[src/rtl/dld_gate_pkg.sv]
// Shared types and truth-table constants for the gate sweep sequencer.
// Latency: n/a (package only).
// Backpressure: n/a (package only).
package dld_gate_pkg;

    typedef enum logic [1:0] {
        IDLE   = 2'd0,
        SETTLE = 2'd1,
        SAMPLE = 2'd2,
        DONE   = 2'd3
    } sweep_state_t;

    // Bit i is the gate output for input vector idx i, where a = idx[0], b = idx[1].
    localparam logic [3:0] TT_NAND = 4'b0111;
    localparam logic [3:0] TT_AND  = 4'b1000;
    localparam logic [3:0] TT_OR   = 4'b1110;
    localparam logic [3:0] TT_XOR  = 4'b0110;

endpackage

[src/rtl/settle_timer.sv]
// Per-vector settle counter: counts cycles a gate input vector has been held.
// Latency: expired is combinational from the registered count.
// Backpressure: none; load has priority over en.
//
// Ports:
//   clk, rst_n  clock and async active-low reset
//   load        clear the count to zero
//   en          advance the count by one
//   expired     count has reached SETTLE_CYCLES-1 (last settle cycle)
module settle_timer #(
    parameter int SETTLE_CYCLES = 2,
    localparam int CW = $clog2(SETTLE_CYCLES + 1)
) (
    input  logic clk,
    input  logic rst_n,
    input  logic load,
    input  logic en,
    output logic expired
);

    localparam logic [CW-1:0] LAST = CW'(SETTLE_CYCLES - 1);

    logic [CW-1:0] cnt;

    always_ff @(posedge clk or negedge rst_n) begin
        if (!rst_n) begin
            cnt <= '0;
        end else if (load) begin
            cnt <= '0;
        end else if (en) begin
            cnt <= cnt + CW'(1);
        end
    end

    assign expired = (cnt == LAST);

endmodule

[src/rtl/gate_sweep_ctrl.sv]
// Drives a 2-input gate through vectors 00,10,01,11, samples its output, compares to a truth table.
// Latency: done pulses 4*(SETTLE_CYCLES+1)+1 cycles after the start-accept edge.
// Backpressure: start is ignored unless idle; abort cancels a running sweep without done.
//
// Ports:
//   clk, rst_n       clock and async active-low reset
//   start, abort     sweep request / cancel
//   gate_a, gate_b   registered drive to the gate under test (idx[0], idx[1])
//   gate_y           gate output, captured once per vector
//   busy             sweep in progress
//   done             one-cycle completion pulse
//   pass, fail_mask  comparison of result_vec with EXPECTED, valid from done
//   result_vec       captured gate output per vector idx
module gate_sweep_ctrl
    import dld_gate_pkg::*;
#(
    parameter int         SETTLE_CYCLES = 2,
    parameter logic [3:0] EXPECTED      = TT_NAND
) (
    input  logic       clk,
    input  logic       rst_n,
    input  logic       start,
    input  logic       abort,
    output logic       gate_a,
    output logic       gate_b,
    input  logic       gate_y,
    output logic       busy,
    output logic       done,
    output logic       pass,
    output logic [3:0] result_vec,
    output logic [3:0] fail_mask
);

    sweep_state_t state;
    logic [1:0]   idx;
    logic         tmr_load;
    logic         tmr_en;
    logic         tmr_expired;

    // The count restarts whenever a vector begins: on accept (from IDLE),
    // after each sample, and on abort.
    assign tmr_load = (state == IDLE) || (state == SAMPLE) || abort;
    assign tmr_en   = (state == SETTLE);

    settle_timer #(
        .SETTLE_CYCLES(SETTLE_CYCLES)
    ) u_settle_timer (
        .clk    (clk),
        .rst_n  (rst_n),
        .load   (tmr_load),
        .en     (tmr_en),
        .expired(tmr_expired)
    );

    always_ff @(posedge clk or negedge rst_n) begin
        if (!rst_n) begin
            state      <= IDLE;
            idx        <= 2'd0;
            gate_a     <= 1'b0;
            gate_b     <= 1'b0;
            busy       <= 1'b0;
            done       <= 1'b0;
            pass       <= 1'b0;
            result_vec <= 4'd0;
            fail_mask  <= 4'd0;
        end else begin
            done <= 1'b0;
            case (state)
                IDLE: begin
                    // abort wins over a simultaneous start
                    if (start && !abort) begin
                        state      <= SETTLE;
                        idx        <= 2'd0;
                        gate_a     <= 1'b0;
                        gate_b     <= 1'b0;
                        busy       <= 1'b1;
                        pass       <= 1'b0;
                        result_vec <= 4'd0;
                        fail_mask  <= 4'd0;
                    end
                end
                SETTLE: begin
                    if (abort) begin
                        state  <= IDLE;
                        idx    <= 2'd0;
                        gate_a <= 1'b0;
                        gate_b <= 1'b0;
                        busy   <= 1'b0;
                        pass   <= 1'b0;
                    end else if (tmr_expired) begin
                        state <= SAMPLE;
                    end
                end
                SAMPLE: begin
                    if (abort) begin
                        // an aborted sample is not captured; earlier vectors stay
                        state  <= IDLE;
                        idx    <= 2'd0;
                        gate_a <= 1'b0;
                        gate_b <= 1'b0;
                        busy   <= 1'b0;
                        pass   <= 1'b0;
                    end else begin
                        // captured as-is, unknowns included
                        result_vec[idx] <= gate_y;
                        if (idx == 2'd3) begin
                            state  <= DONE;
                            gate_a <= 1'b0;
                            gate_b <= 1'b0;
                            busy   <= 1'b0;
                        end else begin
                            state           <= SETTLE;
                            idx             <= idx + 2'd1;
                            {gate_b, gate_a} <= idx + 2'd1;
                        end
                    end
                end
                DONE: begin
                    state     <= IDLE;
                    idx       <= 2'd0;
                    done      <= 1'b1;
                    pass      <= (result_vec == EXPECTED);
                    fail_mask <= result_vec ^ EXPECTED;
                end
                default: state <= IDLE;
            endcase
        end
    end

endmodule

[config.mk]
export PLATFORM = sky130hd
export DESIGN_NAME = gate_sweep_ctrl
export DESIGN_NICKNAME = d
export VERILOG_FILES = /design/src/rtl/dld_gate_pkg.sv /design/src/rtl/settle_timer.sv /design/src/rtl/gate_sweep_ctrl.sv
export SDC_FILE = /design/constraint.sdc
export NUM_CORES = 1
export LEC_CHECK = 0
export BUFFER_PORTS_ARGS = -buffer_cell sky130_fd_sc_hd__buf_2
export CORE_MARGIN = 1
export CORE_UTILIZATION = 59
export DETAILED_ROUTE_END_ITERATION = 8
export PLACE_DENSITY = 0.83
export SYNTH_ARGS = -nofsm -noshare
export SYNTH_HDL_FRONTEND = slang
export SYNTH_SLANG_ARGS = --single-unit
[constraint.sdc]
create_clock -name clk -period 4.49 [get_ports clk]
set_clock_uncertainty 0.2 [all_clocks]
set_input_delay 0.449 -clock clk [delete_from_list [all_inputs] [get_ports clk]]
set_output_delay 0.449 -clock clk [all_outputs]
set_load 0.03 [all_outputs]
* Word-level counts from Yosys, hierarchy flattened
Index checks and enable logic that the tools add are counted.
** Cells by class
- Muxes and demuxes :: 34
- $add $sub $neg :: 2
- $lt $le $gt $ge :: 2
- Reductions and logical operators :: 18
- Bitwise logic cells :: 1
- Eq/ne operators :: 13
** Operators by type and width (number)
- 2-bit 2-to-1 mux :: 11
- 2-bit one-hot mux with 4 select lines :: 2
- 4-bit one-hot mux with 2 select lines :: 2
- 1-bit one-hot mux with 3 select lines :: 4
- 1-bit 2-to-1 mux :: 11
- 3-bit AND reduction :: 3
- 4-bit 2-to-1 mux :: 2
- 2-bit == test (second input constant) :: 3
- 3-bit by 2-bit inequality test with 1-bit output (second input constant) :: 2
- 2-bit AND reduction :: 3
- 2-bit nonzero test :: 3
- 2-bit by 1-bit adder with 2-bit output (second input constant) :: 2
- 4-bit bitwise mux :: 1
- 2-bit by 1-bit == test with 1-bit output (second input constant) :: 2
- 4-bit by 3-bit == test with 1-bit output (second input constant) :: 1
- 2-bit by 1-bit inequality test with 1-bit output (second input constant) :: 2
- 2-bit inequality test (second input constant) :: 2
- 4-bit AND reduction :: 1
- 2-bit by 3-bit < comparator with 1-bit output (second input constant) :: 1
- 3-bit inequality test (second input constant) :: 1
- 3-bit NOT :: 1
- 3-bit nonzero test :: 1
- 1-bit demux with 2-bit select :: 1
- 2-bit by 1-bit >= comparator with 1-bit output (second input constant) :: 1
- other kinds (5) :: 7
** Word-level totals
- Logic and storage cells :: 80
- Output and inout port bits :: 13
- Input port bits :: 5
- Bits in registers :: 19

* Depth between registers and ports, before layout
Gate-level depths: netlist (run 1).
- Depth after elaboration :: 7
- Gate-level depth with buffers :: 6
- Depth with buffers taken out :: 5

* Cells and area by module
Synthesis (run 1) repeated with hierarchy kept, for this count alone.
** Unflattened totals
- Cell total of the unflattened synthesis :: 105
- Area total of the unflattened synthesis :: 1118.6 um^2
** By module, submodules not included
- gate_sweep_ctrl :: cells each 97, instances 1, area each 1028.5 um^2, sequential area each 425.4 um^2
- settle_timer :: cells each 8, instances 1, area each 90.1 um^2, sequential area each 50.0 um^2

* Worst setup path before layout (run 1)
Ideal clock, no wire load.
- Path kind :: flip-flop to flip-flop
- Start :: reg state[0]
- End :: reg result_vec[3]
- Period minus slack after synthesis :: 1783 ps
- Setup time :: 120 ps
- Stages on the path, launching flop included :: 7
- Data arrival time :: 1462 ps
- Path slack :: 2707 ps
- Required time :: 4170 ps
- Cell sequence :: dfrtp_1 > inv_1 > ha_1 > buf_6 > mux2i_2 > nor3b_2 > a41o_1
** Between the ends
- Longest elaborated chain between the ends :: 3
- Elaborated cells between the ends (all ways) :: 7
- Classes of those cells :: 3 x eq/ne; 1 x mux; 3 x reduce/logical
** Ends and longest elaborated chain
- from (decl) :: line gate_sweep_ctrl.sv:34 : sweep_state_t state;
- from (signal assigned) :: line gate_sweep_ctrl.sv:57 : state <= IDLE;
- from (signal assigned) :: line gate_sweep_ctrl.sv:72 : state <= SETTLE;
- from (signal assigned) :: line gate_sweep_ctrl.sv:84 : state <= IDLE;
- 2-bit == test / 2-bit logical NOT (equally long branches) :: line gate_sweep_ctrl.sv:68 : case (state)
- 2-bit inequality test (no source line), or another cell as far along
- 3-bit AND reduction (no source line)
- to (signal, indexed assignment) :: line gate_sweep_ctrl.sv:105 : result_vec[idx] <= gate_y;
- to (decl) :: line gate_sweep_ctrl.sv:30 : output logic [3:0] result_vec,
Parallel ways exist; a longest one is shown, timed or not.
A chain may end at the register's enable or synchronous reset.

* Worst setup path in the final report (run 1)
Ends and elaborated chain as after synthesis.

==> results of run 1 <==
==> stage by stage <==
step | std cells | utilization (%) | worst slack (ns) | cell area (um2) | power (W)
3_3_place_gp | 138 | 69.2 | 2.50 | 1220 | 0.000537
4_1_cts | 143 | 71.3 | 2.38 | 1260 | 0.000638
2_1_floorplan | 98 | - | 2.71 | 1130 | 0.000483
5_1_grt | 143 | 71.3 | 2.28 | 1260 | 0.000676
6_report | 143 | 71.3 | 2.37 | 1260 | 0.000634
3_5_place_dp | 138 | 69.2 | 2.41 | 1220 | 0.000550
==> power by group <==
group          internal [W]  switching, W
Clock             0.0000346     0.0000496
Sequential         0.000209     0.0000298
Combinational      0.000120      0.000191
==> metal layers <==
| metal | vias to the layer above | track usage, % |
|---|---|---|
| li1 | 398 | - |
| met1 | 427 | 30.2 |
| met2 | 31 | 42.0 |
| met3 | 9 | 3.97 |
| met4 | 0 | 11.2 |
| met5 | - | 0 |
==> cell usage in the layout (no fill, tap or decap), types with 2 or more instances in the layout <==
master	instances
o21ai_0	2
a21oi_1	3
a32o_1	2
buf_2	17
nand3_1	2
a22oi_1	2
a31o_1	2
nor2b_1	3
nor2_1	3
o31a_1	3
mux2_2	4
nor2b_2	2
dfrtp_1	19
inv_1	9
o211ai_1	2
clkbuf_4	3
ha_1	12
mux2i_1	3
nor3b_1	2
nand2_1	3
o2bb2ai_1	3
==> worst reg2reg max path, delay by kind of cell, from the launching register on <==
kind            cells  cell delay (ns)
fa+ha+maj           1             0.44
buf+inv             1             0.17
compound gates      1             0.25
flops               1             0.43
mux                 1             0.42
simple gates        1             0.11
==> kinds of logic (layout without fill, tap and decap cells) <==
| group | Yosys count | after routing | share of synthesized area [%] |
|---|---|---|---|
| AOI/OAI and AO/OA | 25 | 25 | 18.2 |
| and+or+nand+nor | 22 | 22 | 12.7 |
| DFF | 19 | 19 | 42.2 |
| adders and majority gates | 12 | 12 | 13.3 |
| buffers and inverters | 11 | 31 | 4.99 |
| muxes | 8 | 8 | 7.88 |
| xor gates and xnor gates | 1 | 1 | 0.777 |
==> flip-flops by register name (all words and copies together), names as in the netlist <==
signal              count
pass                    1
gate_a                  1
busy                    1
result_vec              4
idx                     2
gate_b                  1
state                   2
u_settle_timer.cnt      2
fail_mask               4
done                    1
==> path summary, 6_finish.rpt <==
kind,startpoint,endpoint,slack [ns]
max,state[0],result_vec[3],2.37
min in group asynchronous,rst_n,fail_mask[0],0.44
min,gate_y,result_vec[2],0.23
max in group asynchronous,rst_n,gate_b,3.35
min reg2reg,fail_mask[0],fail_mask[0],0.30
max reg2reg,state[0],result_vec[3],2.37
==> final cells by class <==
class,instances,area [um2],share of cell area (%)
flip-flops and latches,19,475,37.8
repair buffers,18,95.1,7.56
clock buffers,4,26.3,2.09
well taps,25,31.3,2.49
inverters,9,33.8,2.69
multi-input cells,68,596,47.4
==> timing repair <==
action	CTS	global route
endpoints found under the hold margin	19	0
buffers inserted	0	0
hold buffers	1	0
==> cells in the mapped netlist, types with 2 or more instances <==
cell | n | area, um2
nor2b_1 | 3 | 18.8
a22oi_1 | 2 | 15.0
nand3_1 | 2 | 10.0
o31a_1 | 3 | 26.3
nor2b_2 | 2 | 17.5
ha_1 | 12 | 150
buf_6 | 2 | 22.5
o2bb2ai_1 | 3 | 26.3
mux2i_1 | 3 | 30.0
dfrtp_1 | 19 | 475
a32o_1 | 2 | 20.0
inv_1 | 9 | 33.8
o211ai_1 | 2 | 15.0
mux2_2 | 4 | 45.0
nand2_1 | 3 | 11.3
a31o_1 | 2 | 17.5
nor3b_1 | 2 | 15.0
nor2_1 | 3 | 11.3
a21oi_1 | 3 | 15.0
o21ai_0 | 2 | 10.0
==> reports/metrics.sh, run 1 <==
OUTCOME='finished, final reports clean'
TIMING.MAX_CAP.VIOLATIONS=0
FINAL_LAYOUT_SIZE_SUFFIX_GT1_SHARE_PCT=26.3
WORSTSETUPPATHDEPTH=5
ARRIVAL_NS=2.11
SYNTH-SEQ-AREA-SHARE_PCT=42.2
DOMINANTREGCELLSYNTH='dfrtp_1'
ROUTED-WL-MET2_UM=1120
SYNTH.AVG_CELL_AREA_UM2=11.5
VIA_COUNT=865
WIRE_PER_INST_UM=15.7
CP_NUM_BUF_INV=1
POSTSYNTH.ASYNCRESETSHARE_PCT=100
CORE_REGION_AREA_UM2=1760
NUMBER_OF_CLOCK_BUFFERS_INSERTED_BY_TRITONCTS=3
ANTENNA_VIOLATIONS_BEFORE_REPAIR=0
FMAX_GHz=0.472
POWER.DENSITY_nW_PER_UM2=504
CRITICALPATHCATEGORY='flip-flop to flip-flop'
FINALMAXSLEWVIOLATIONS=0
CTS.REPORTEDPATHS.CLKPINSLEW_NS=0.10
DRT_WL_TOTAL_UM=2250
DIE_Y_UM=45.7
NETLIST_AREA_UM2=1130
INITIAL_CORE_UTIL_PCT=63.9
DETAIL_ROUTE.ITER0.VIOLATIONS=22
SYN_TO_FINAL_GROWTH_PCT=11.5
CTS_ROOT_BUFFER='clkbuf_4'
REMAINING_DRC_ERRORS=0
TNS_NS=0
CHIPWIDTH_UM=45.7
TOTAL_ROUTING_USAGE_REPORTED_BY_GLOBAL_ROUTING_PCT=24.6
PLACEMENTROWS=15
TIMING.CRITICAL_PATH.REQUIRED_NS=4.48
WIRE_LENGTH_OF_THE_FIRST_GLOBAL_ROUTING_PASS_UM=3550
HP-CLASS='input port to flip-flop'
TIMING_HOLD_VIOLATIONS_FINAL=0
PORT_BUFFERS=17
CRIT_PATH_END_KIND='flip-flop'
MAX-VDD-IR-DROP_mV=0.261
FINAL.HOLD.WORST_SLACK_NS=0.233
WL_MET3_UM=115
WORSTMARGINPINSLEW_NS=0.428
TRITONCTS_CLOCK_TREE='built'
CTS_NUM_SINKS=19
TOP_CELL_FAMILY_BY_DELAY_ON_THE_CRITICAL_PATH='adder cells'
GRT_MAX_DEGREE=20
IOPINCOUNT=18
CTSRESIZECOUNT=0
ANTENNADIODECOUNT=0
GRT-OVFL-TOTAL=0
MIN_PATH_CELLS=3
ROUTE.DETAILED.VIAS_PER_INST=6.05
DESIGN.FINAL.NETS=136
CLOCK_PATH_BUFFERS=2
CRITPATHMAXSTAGEDELAY_NS=0.44
TIMING.CRITICAL_PATH.SLOWEST_STAGE_CELL='ha_1'
NFILLCELLS=141
ROUTE.TOP_LAYER_USED='met4'
SYNTH_CELL_TYPE_COUNT=35
SYNTH_WARN=0
ROUTABILITYCONGESTION=0.835
SYNTHCELLS=98
PATH_CELLS='inv_1 -> ha_1 -> mux2i_2 -> nor3b_2 -> a41o_1'
CP_MAX_FO=9
INSERTION_DELAY_NS=0.29
WORST_CASE_HEADROOM_TO_THE_MAX_SLEW_LIMIT_PCT=71.5
FLOORPLAN.DIE_AREA_UM2=2090
FINAL_MIN_PERIOD_OVER_CLOCK_PERIOD_PCT=47.2
FINALSETUPVIOLATIONS=0
CTS.HTREE.LEVELS=1
REG2REGPATHDEPTH=5
VIA_COUNT_OF_THE_FIRST_GLOBAL_ROUTING_PASS=811
CELLLEAKAGEPOWER_nW=0.633
FIRSTDRTPASSITERS=4
SYNTH-EDFF-COUNT=0
M1WIRELENGTH_UM=953
DETAILEDPLACEMENTHPWL_UM=1700
TIMING.CRITICAL_PATH.FROM_TYPE='flip-flop'
GRT_SETUP_UNREPAIRED='no'
YOSYS_REGISTER_BITS=19
FINALWORSTPATHREQUIREDPERIOD_NS=2.12
SYNTH_NETS=115
ANTENNA_LEFT=0
Power figures use the tool's default switching activity.
==> inputs of run 2 (changes only) <==
- ABC_AREA: default -> 1
- CORE_UTILIZATION: 59 -> 55
- PLACE_DENSITY: 0.83 -> 0.78
- clock period: 4.49 -> 2.1 ns (I/O delays scaled with it)
==> run 2 against run 1 <==
- flip-flop and latch count unchanged
- setup slack got worse by 1.9 ns
- via count grew 11%
- core utilization shrank 5.1 points
- combinational power rose to 2.5 times the previous value
- critical path depth is 3 higher
- clock-buffer cell count did not move
- synthesized area grew 2.4%
- sequential power up 110%
- register-to-register slack worse by 1.9 ns
- design area up 3.2%
- global-route usage shrank 2.8 points
- critical endpoint is now fail_mask[3]
- largest cell class unchanged
==> reports/metrics.sh, run 2 <==
OUTCOME='finished, final reports clean'
SYNTH_NETS=159  # +38%
CTS_POST_SETUP_BUFFERS_INSERTED=0  # unchanged
POWER.DENSITY_nW_PER_UM2=1140  # +130%
FINALSETUPVIOLATIONS=0  # unchanged
TIMING.MAX_CAP.VIOLATIONS=0  # unchanged
PATH_CELLS='dlygate4sd3_1 -> buf_2 -> inv_2 -> nand2_2 -> nand2_4 -> o21ai_1 -> nand2_1 -> nand2_1'
CTS.REPORTEDPATHS.CLKPINSLEW_NS=0.11  # about the same
WORSTMARGINPINSLEW_NS=0.420  # -0.00783 ns
FINALWORSTPATHREQUIREDPERIOD_NS=1.66
REG2REG_SETUP_SLACK_NS=0.45  # -1.92 ns
DRT_WL_TOTAL_UM=2120  # -5.8%
MAX-VDD-IR-DROP_mV=0.604  # +130%
WORSTSETUPPATHDEPTH=8  # +3
SETUP.WORST_PATH.START='abort'
SYNTH_WARN=0  # unchanged
SYNTH_CELL_TYPE_COUNT=21  # -40%
WIRE_LENGTH_OF_THE_FIRST_GLOBAL_ROUTING_PASS_UM=3440  # -2.9%
FINAL_MIN_PERIOD_OVER_CLOCK_PERIOD_PCT=79.1
TNS_NS=0  # unchanged
FIRSTDRTPASSITERS=4  # unchanged
HOLD_BUFFERS=2  # +1
MOSTFREQUENTLAYOUTCELL='nand2_1'
PLACED_CELL_AREA_UM2=1250  # +2.5%
SYNTH_TOP_AREA_SHARE_PCT=41.2  # -1.0 points
FMAX_GHz=0.602
FINAL.SETUP.WORST_SLACK_NS=0.439  # -1.93 ns
SYNTH-SEQ-AREA-SHARE_PCT=41.2  # -1.0 points
SYNTHCELLS=142  # +45%
INITIAL_CORE_UTIL_PCT=58.9  # -5.0 points
TIMING.CRITICAL_PATH.SLOWEST_STAGE_CELL='dlygate4sd3_1'
FLOORPLAN.DIE_AREA_UM2=2290  # +9.4%
GRT_MAX_DEGREE=20  # unchanged
CTS_NUM_SINKS=19  # unchanged
TOP_CELL_FAMILY_BY_DELAY_ON_THE_CRITICAL_PATH='buffers and inverters'
CELL_TYPES_WITH_THE_LARGEST_AREA_SHARE_AFTER_SYNTHESIS='dfrtp_1, nand2_1, ha_1'
DETAILEDPLACEMENTHPWL_UM=1640  # -3.1%
NUMBER_OF_CLOCK_BUFFERS_INSERTED_BY_TRITONCTS=3  # unchanged
TIMING.CRITICAL_PATH.FROM_TYPE='input port'
ROUTABILITYCONGESTION=0.861  # +3.1%
CP_MAX_FO=18  # +9
CELLLEAKAGEPOWER_nW=0.714  # +13%
CRIT_PATH_END_KIND='flip-flop'
CHIPWIDTH_UM=47.8  # +4.6%
DOMINANTREGCELLSYNTH='dfrtp_1'
DETAIL_ROUTE.ITER0.VIOLATIONS=13  # -41%
FINALINSTANCEAREA_UM2=1300  # +3.2%
NETLIST_AREA_UM2=1150  # +2.4%
DESIGN.FINAL.NETS=181  # +33%
POST-PLACE-WS_NS=0.463  # -1.94 ns
SYN_TO_FINAL_GROWTH_PCT=12.4
VIA_COUNT_OF_THE_FIRST_GLOBAL_ROUTING_PASS=819  # +0.99%
WORST_R2R_ENDPOINT='result_vec[3]'
WIRE_PER_INST_UM=11.2  # -29%
NFILLCELLS=174  # +23%
CORE_REGION_AREA_UM2=1960  # +11%
VIA_COUNT=962  # +11%
SYNTH_TOP_CELL_BY_AREA='dfrtp_1'
CTS_ROOT_BUFFER='clkbuf_4'
BIGGESTREGSBYFLOPS='fail_mask (4), result_vec (4)'
TIMING.HOLD.WORST.START='gate_y'
DIE_Y_UM=47.8  # +4.6%
FINAL_LAYOUT_SIZE_SUFFIX_GT1_SHARE_PCT=18.4  # -7.9 points
TIMING_HOLD_VIOLATIONS_FINAL=0  # unchanged
PLACEMENTROWS=16  # +1
SYNTH.AVG_CELL_AREA_UM2=8.13  # -29%
TRITONCTS_CLOCK_TREE='built'
MOSTFREQUENTLAYOUTCELLS='nand2_1, dfrtp_1, inv_1'
REMAINING_DRC_ERRORS=0  # unchanged
FINAL_UTIL_PCT=66.1  # -5.1 points
MIN_PATH_CELLS=5  # +2
FINALMAXSLEWVIOLATIONS=0  # unchanged
ANTENNADIODECOUNT=0  # unchanged
CRITPATHMAXSTAGEDELAY_NS=0.53  # +0.09 ns
CTSRESIZECOUNT=0  # unchanged
GRT-OVFL-TOTAL=0  # unchanged
SYNTH_COMMON_CELLS='nand2_1, dfrtp_1, inv_1, ha_1, nand3_1'
ROUTE.DETAILED.VIAS_PER_INST=5.06  # -16%
ANTENNA_LEFT=0  # unchanged
TIMING.CRITICAL_PATH.REQUIRED_NS=2.10  # -2.38 ns
CLOCK_PATH_BUFFERS=2  # unchanged
YOSYS_REGISTER_BITS=19  # unchanged
R2R-START='state[0]'
TOTAL_POWER_W=0.00148  # +130%
CTS.HTREE.LEVELS=1  # unchanged
ARRIVAL_NS=1.66  # -0.45 ns
ANTENNA_VIOLATIONS_BEFORE_REPAIR=0  # unchanged
IOPINCOUNT=18  # unchanged
CP_NUM_BUF_INV=3  # +2
WORST_CASE_HEADROOM_TO_THE_MAX_SLEW_LIMIT_PCT=72.0  # +0.52 points
HP-CLASS='input port to flip-flop'
CRITICALPATHCATEGORY='input port to flip-flop'
SYNTH-EDFF-COUNT=0  # unchanged
HOLD_PATH_END='result_vec[3]'
INSERTION_DELAY_NS=0.29  # about the same
WORST_PATH_MOST_REPEATED_CELL='nand2_1'
PORT_BUFFERS=17  # unchanged
GRT_SETUP_UNREPAIRED='no'
POSTSYNTH.ASYNCRESETSHARE_PCT=100  # unchanged
REG2REGPATHDEPTH=8  # +3
SYNTH_MOST_COMMON_CELL='nand2_1'
TOTAL_ROUTING_USAGE_REPORTED_BY_GLOBAL_ROUTING_PCT=21.8  # -2.8 points
==> run 2: cell count changes in the layout (fill, tap and decap cells not counted), sizes merged, moves of 4 or more <==
| cell | delta |
|---|---|
| inv | +11 |
| mux2 | -4 |
| mux2i | -4 |
| nand2 | +47 |
| nand3 | +9 |
| nand4 | +7 |
| nor2 | +4 |
| nor2b | -5 |
==> run 2: layout make-up <==
cell class	count	area, um2	share of cell area (%)
Timing Repair Buffer	19	105	8.10
Sequential cell	19	475	36.6
Clock buffer	4	26.3	2.03
Tap cell	27	33.8	2.60
Inverter	20	75.1	5.79
Multi-Input combinational cell	101	582	44.8
==> run 2: routing by layer <==
| metal | wire length [um] | GRT usage [%] |
|---|---|---|
| met5 | 0 | 0 |
| met1 | 1030 | 28.7 |
| met4 | 25 | 8.33 |
| met3 | 66 | 3.40 |
| met2 | 994 | 35.9 |
==> run 2: tightest hold or removal path, stage by stage <==
cell     delay (ns)
buf_2          0.10
nand2_1        0.07
nor2_1         0.04
nand4_1        0.07
nand2_1        0.05
==> run 2: how the worst max path moves through the flow <==
| stage | end | slack, ns |
|---|---|---|
| 2_1_floorplan | result_vec[2] | 0.61 |
| 3_3_place_gp | result_vec[2] | 0.49 |
| 3_5_place_dp | result_vec[0] | 0.46 |
| 4_1_cts | result_vec[0] | 0.45 |
| 5_1_grt | result_vec[2] | 0.29 |
| 6_report | fail_mask[3] | 0.44 |
==> run 2: through the flow <==
step	std cells	hold slack, ns
after global placement	184	-0.0335
final	190	0.0716
after CTS	190	0.0647
after global routing	190	0.0887
after floorplan	142	-0.286
after detailed placement	184	-0.0269
==> run 2: logic make-up (layout without fill, tap and decap cells) <==
kind of cell    after synthesis  count (layout)  synth area share [%]
compound gates                7               7                  4.33
xor+xnor                      1               1                 0.759
fa+ha+maj                    12              12                  13.0
buf+inv                      22              43                  8.45
flops                        19              19                  41.2
simple gates                 81              81                  32.3
==> run 2: power breakdown <==
part / total, W / leakage [nW] / internal [W] / switching (W)
Clock: 0.000186 / 0.0150 / 0.0000739 / 0.000112
Sequential: 0.000505 / 0.259 / 0.000444 / 0.0000602
Combinational: 0.000787 / 0.440 / 0.000254 / 0.000532
Total: 0.00148 / 0.714 / 0.000773 / 0.000705
